## config.mk

```make
export PLATFORM = sky130hd
export DESIGN_NAME = pci_bus_arbiter
export DESIGN_NICKNAME = d
export VERILOG_FILES = /design/src/rtl/pci_bus_arbiter.sv
export SDC_FILE = /design/constraint.sdc
export NUM_CORES = 1
export LEC_CHECK = 0
export BUFFER_PORTS_ARGS = -buffer_cell sky130_fd_sc_hd__buf_2
export CAP_MARGIN = 20
export CORE_MARGIN = 5
export CORE_UTILIZATION = 55
export CTS_BUF_LIST = sky130_fd_sc_hd__clkbuf_4 sky130_fd_sc_hd__clkbuf_8
export CTS_CLUSTER_DIAMETER = 100
export DETAILED_ROUTE_END_ITERATION = 6
export PLACE_DENSITY = 0.83
export SLEW_MARGIN = 20
export SYNTH_ARGS = -nofsm -noshare
export SYNTH_HDL_FRONTEND = slang
export SYNTH_SLANG_ARGS = --single-unit
```

## constraint.sdc

```tcl
create_clock -name clk -period 6.6 [get_ports clk]
set_input_delay 0.33 -clock clk [delete_from_list [all_inputs] [get_ports clk]]
set_output_delay 0.33 -clock clk [all_outputs]
set_load 0.02 [all_outputs]
```

## src/rtl/pci_bus_arbiter.sv

```systemverilog
// -----------------------------------------------------------------------------
// pci_bus_arbiter
//
// Central round-robin arbiter for a shared PCI-style bus. Grants the bus to one
// requesting master at a time, tracks the transaction through iframe/iready and
// withdraws a grant the master never used within GNT_TIMEOUT cycles.
//
// Ports:
//   clk          system clock, rising edge
//   reset        asynchronous reset, active low
//   request      per-master bus request, active low
//   iframe       shared frame, active low
//   iready       shared initiator ready, active low
//   grant        per-master grant, active low, at most one bit low
//   bus_owner    index of the granted/owning master, valid while grant_valid
//   grant_valid  high while any grant bit is low
//   bus_busy     high while a transaction is in flight
//   timeout      one-cycle pulse when an unused grant is withdrawn
// -----------------------------------------------------------------------------
module pci_bus_arbiter #(
  parameter int NUM_MASTERS = 3,
  parameter int OWNER_W     = 2,
  parameter int GNT_TIMEOUT = 8
) (
  input  logic                   clk,
  input  logic                   reset,
  input  logic [NUM_MASTERS-1:0] request,
  input  logic                   iframe,
  input  logic                   iready,
  output logic [NUM_MASTERS-1:0] grant,
  output logic [OWNER_W-1:0]     bus_owner,
  output logic                   grant_valid,
  output logic                   bus_busy,
  output logic                   timeout
);

  typedef enum logic [1:0] {
    IDLE,
    GRANTED,
    BUSY,
    TURNAROUND
  } state_t;

  localparam logic [7:0]         TIMER_MAX  = 8'(GNT_TIMEOUT - 1);
  localparam logic [OWNER_W-1:0] LAST_RESET = OWNER_W'(NUM_MASTERS - 1);

  state_t                 state, state_nxt;
  logic [OWNER_W-1:0]     last_owner, last_owner_nxt;
  logic [OWNER_W-1:0]     bus_owner_nxt;
  logic [7:0]             timer, timer_nxt;
  logic [NUM_MASTERS-1:0] grant_nxt;
  logic                   grant_valid_nxt, bus_busy_nxt, timeout_nxt;

  logic [OWNER_W-1:0]     winner, rr_idx;
  logic [NUM_MASTERS-1:0] winner_grant;
  logic                   req_any;
  logic                   bus_idle;

  assign bus_idle = iframe & iready;

  // Round-robin search starting just after the last owner. Walking the
  // offsets from farthest to nearest lets the nearest requester overwrite
  // any earlier hit, so the first match in search order wins.
  always_comb begin
    // NOTE: every signal written here gets a default first so no path leaves
    // it unassigned; otherwise synthesis infers a latch.
    winner       = '0;
    req_any      = 1'b0;
    rr_idx       = '0;
    winner_grant = '1;
    for (int i = NUM_MASTERS; i >= 1; i--) begin
      rr_idx = OWNER_W'((int'(last_owner) + i) % NUM_MASTERS);
      if (!request[rr_idx]) begin
        winner  = rr_idx;
        req_any = 1'b1;
      end
    end
    for (int j = 0; j < NUM_MASTERS; j++) begin
      winner_grant[j] = (OWNER_W'(j) != winner);
    end
  end

  // Next-state and registered-output logic.
  always_comb begin
    state_nxt       = state;
    grant_nxt       = grant;
    bus_owner_nxt   = bus_owner;
    grant_valid_nxt = grant_valid;
    bus_busy_nxt    = bus_busy;
    timeout_nxt     = 1'b0;
    last_owner_nxt  = last_owner;
    timer_nxt       = timer;

    case (state)
      IDLE: begin
        // No parking: the bus is only granted to an active requester.
        if (req_any && bus_idle) begin
          grant_nxt       = winner_grant;
          bus_owner_nxt   = winner;
          grant_valid_nxt = 1'b1;
          timer_nxt       = '0;
          state_nxt       = GRANTED;
        end
      end

      GRANTED: begin
        // Transaction start outranks a request drop or a timeout in the
        // same cycle.
        if (!iframe) begin
          bus_busy_nxt   = 1'b1;
          last_owner_nxt = bus_owner;
          state_nxt      = BUSY;
        end else if (request[bus_owner]) begin
          grant_nxt       = '1;
          grant_valid_nxt = 1'b0;
          state_nxt       = IDLE;
        end else if (timer == TIMER_MAX) begin
          // The idle master also loses priority, so a stuck requester
          // cannot starve the others.
          grant_nxt       = '1;
          grant_valid_nxt = 1'b0;
          timeout_nxt     = 1'b1;
          last_owner_nxt  = bus_owner;
          state_nxt       = IDLE;
        end else if (timer < TIMER_MAX) begin
          timer_nxt = timer + 8'd1;
        end
      end

      BUSY: begin
        // Held until the bus returns idle; other requests wait.
        if (bus_idle) begin
          grant_nxt       = '1;
          grant_valid_nxt = 1'b0;
          bus_busy_nxt    = 1'b0;
          state_nxt       = TURNAROUND;
        end
      end

      TURNAROUND: begin
        state_nxt = IDLE;
      end

      default: begin
        state_nxt = IDLE;
      end
    endcase
  end

  always_ff @(posedge clk or negedge reset) begin
    if (!reset) begin
      state       <= IDLE;
      grant       <= '1;
      bus_owner   <= '0;
      grant_valid <= 1'b0;
      bus_busy    <= 1'b0;
      timeout     <= 1'b0;
      last_owner  <= LAST_RESET;
      timer       <= '0;
    end else begin
      // NOTE: non-blocking assignments so every register samples the values
      // from before this edge, independent of statement order.
      state       <= state_nxt;
      grant       <= grant_nxt;
      bus_owner   <= bus_owner_nxt;
      grant_valid <= grant_valid_nxt;
      bus_busy    <= bus_busy_nxt;
      timeout     <= timeout_nxt;
      last_owner  <= last_owner_nxt;
      timer       <= timer_nxt;
    end
  end

endmodule

```

==> impl_metrics.env <==
export IMPL_outcome="complete, no violations"
export IMPL_post_synth_top_area_cell="dfrtp_1"
export IMPL_min_period_ps=2611
export IMPL_syn_inst=143
export IMPL_ys_ff_latch=20
export IMPL_grt_max_degree=21
export IMPL_synthTopCellsByArea="dfrtp_1 31%, ha_1 8.6%, dfstp_2 8.0%"
export IMPL_drt_first_pass_iters=4
export IMPL_max_slew_margin=0.5733
export IMPL_die_y_um=58.74
export IMPL_synth_cell_types=38
export IMPL_dpl_cell_area_um2=1384
export IMPL_worst_slack_ps=3989
export IMPL_fillers=187
export IMPL_grt_overflow=0
export IMPL_grt_pass1_vias=1085
export IMPL_fp_coreArea_um2=2233
export IMPL_rows=17
export IMPL_yosys_most_used_dff="dfrtp_1"
export IMPL_cp_start_kind="register"
export IMPL_avgSynthCellArea_um2=9.135
export IMPL_cts_buffers=3
export IMPL_start_util=0.5849
export IMPL_io_pins=15
export IMPL_p_leak_nw=0.6333
export IMPL_cp_arrival_ps=2850
export IMPL_dp_hpwl_um=2061
export IMPL_wl_per_cell_um=14.49
export IMPL_hp_class="in -> reg"
export IMPL_fin_area_um2=1424
export IMPL_post_route_util=0.6375
export IMPL_cts_tree="built"
export IMPL_synth_edf_count=0
export IMPL_synth_area_um2=1306
export IMPL_viasPerCell=5.935
export IMPL_synthTopCellsByCount="16 x dfrtp_1, 13 x o21ai_0, 11 x nand2_1, 11 x nor2_1"
export IMPL_first_iter_violations=64
export IMPL_timing_final_hold_violations=0
export IMPL_powerDensity_nw_per_um2=466.6
export IMPL_clock_latency_ps=300
export IMPL_max_vdd_ir_drop_v=0.0002320
export IMPL_vias=1098
export IMPL_rsz0062_at_grt="no"
export IMPL_synth_nets=159
export IMPL_post_cts_resized=0
export IMPL_grt_pass1_wl_um=4664
export IMPL_skew_ps=3.431
export IMPL_ant_nets=0
export IMPL_maxCapViolations=0
export IMPL_synthMostInstantiatedCell="dfrtp_1"
export IMPL_tightest_slew_ps=632.0
export IMPL_antenna_cells=0
export IMPL_fin_tns_setup_ps=0
export IMPL_path_clk_slew_ps=100
export IMPL_synth_async_reset_ratio=1.000
export IMPL_path_max_fanout=10
export IMPL_cts_buffer_depth=2
export IMPL_clkSinkCount=20
export IMPL_antenna_found_initial=0
export IMPL_layout_nets=174
export IMPL_htree_levels=1
export IMPL_fp_dieW_um=58.74
export IMPL_grt_usage=0.1716
export IMPL_clock_fmax_mhz=382.9
export IMPL_routed_wl_um=2681
export IMPL_drive_above_1_share=0.1847
export IMPL_routabilityCongestion=0.8701
export IMPL_cp_data_required_time_ps=6840
export IMPL_portBuffers=14
export IMPL_dp_slack_ps=4050
export IMPL_endpoint_kind="register"
export IMPL_critPathKind="reg -> reg"
export IMPL_period_share=0.3957
export IMPL_finalSetupViolCount=0
export IMPL_yosysWarningCount=0
export IMPL_route_detailed_drc=0
export IMPL_die_area_um2=3450
export IMPL_drv_slew=0
export IMPL_syn_to_final_growth_pct=9.004
export IMPL_cts_root_buffer="clkbuf_4"
export IMPL_seq_area_frac_synth=0.3870
export IMPL_synth_top_area_share=0.3065
## final timing paths
path / end / cells past startpoint / slack [ps] / startpoint
worst min-delay path: bus_busy / 4 / 380 / iframe
worst min register to register: grant[1] / 1 / 530 / grant[1]
max in group asynchronous: grant[1] / 2 / 5770 / reset
worst max register to register: grant[2] / 6 / 3990 / last_owner[1]
min in group asynchronous: asynchronous set/reset pin / 2 / 490 / reset
worst max-delay path: grant[2] / 6 / 3990 / last_owner[1]
## cells by family (layout without fill, tap and decap cells)
kind of cell    after synthesis  count (layout)  share of synthesized area
simple gates                 52              52                     0.2098
compound gates               39              39                     0.1964
fa+ha+maj                     9               9                    0.08621
buf+inv                      14              28                    0.04693
mux                           9               9                    0.07375
flops                        20              20                     0.3870
## per-layer routing
metal  GRT usage  routed length (µm)  vias up
met5           0                   0        -
met4     0.06796                  46        0
met3     0.01974                  77        5
met2      0.3076                1417       16
met1      0.2071                1139      521
li1            -                   -      556
## worst max-delay path: stages (launching register included)
cell,delay [ps]
dfstp_2,560
ha_1,240
mux2i_1,270
nor4_1,100
o311a_1,470
nor3_1,500
mux2_2,390
## power by group
group	leakage, nW	switching [W]	internal (W)	total [W]
Combinational	0.365	0.000243	0.000164	0.000406
Clock	0.0184	0.0000354	0.0000277	0.0000631
Sequential	0.250	0.0000286	0.000166	0.000195
## area by class of cell
type | count | area (µm²) | area share
clock buffer | 4 | 30.03 | 0.02109
timing repair buffer | 15 | 80.08 | 0.05624
multi-input combinational | 109 | 739.5 | 0.5193
tap | 28 | 35.03 | 0.02460
sequential | 20 | 505.5 | 0.3550
inverter | 9 | 33.78 | 0.02373
## layout by cell type, fill, tap and decap left out, types with 3 or more instances in the layout
master,instances
and2_1,3
inv_1,9
mux2i_1,4
o22a_1,3
o21ai_0,13
dfrtp_1,16
nand2_1,11
ha_1,9
mux2_2,5
nor2b_1,6
nor2_1,11
clkbuf_4,4
a21oi_1,6
dfstp_2,4
nor3_1,6
buf_2,14
nand3_1,4
nor4_1,3
## flip-flops by register name, indices dropped and copies added (netlist names), named ones only
name / flops
bus_busy: 1
bus_owner: 2
grant: 3
grant_valid: 1
last_owner: 2
state: 1
timeout: 1
timer: 8
## per-stage QoR
stage | power [W] | hold slack, ps | std cells
2_1_floorplan | 0.0005147 | 34.41 | 143
3_3_place_gp | 0.0005866 | 289.1 | 180
3_5_place_dp | 0.0006019 | 301.8 | 180
4_1_cts | 0.0006665 | 373.6 | 185
5_1_grt | 0.0007240 | 413.0 | 185
6_report | 0.0006644 | 383.5 | 185
## repair_timing
| action | in CTS | in global routing |
|---|---|---|
| hold buffers | 1 | 0 |
| endpoints found under the hold margin | 16 | 0 |
| setup buffers | 0 | 0 |
No activity file was read; power rests on OpenSTA's default activity.
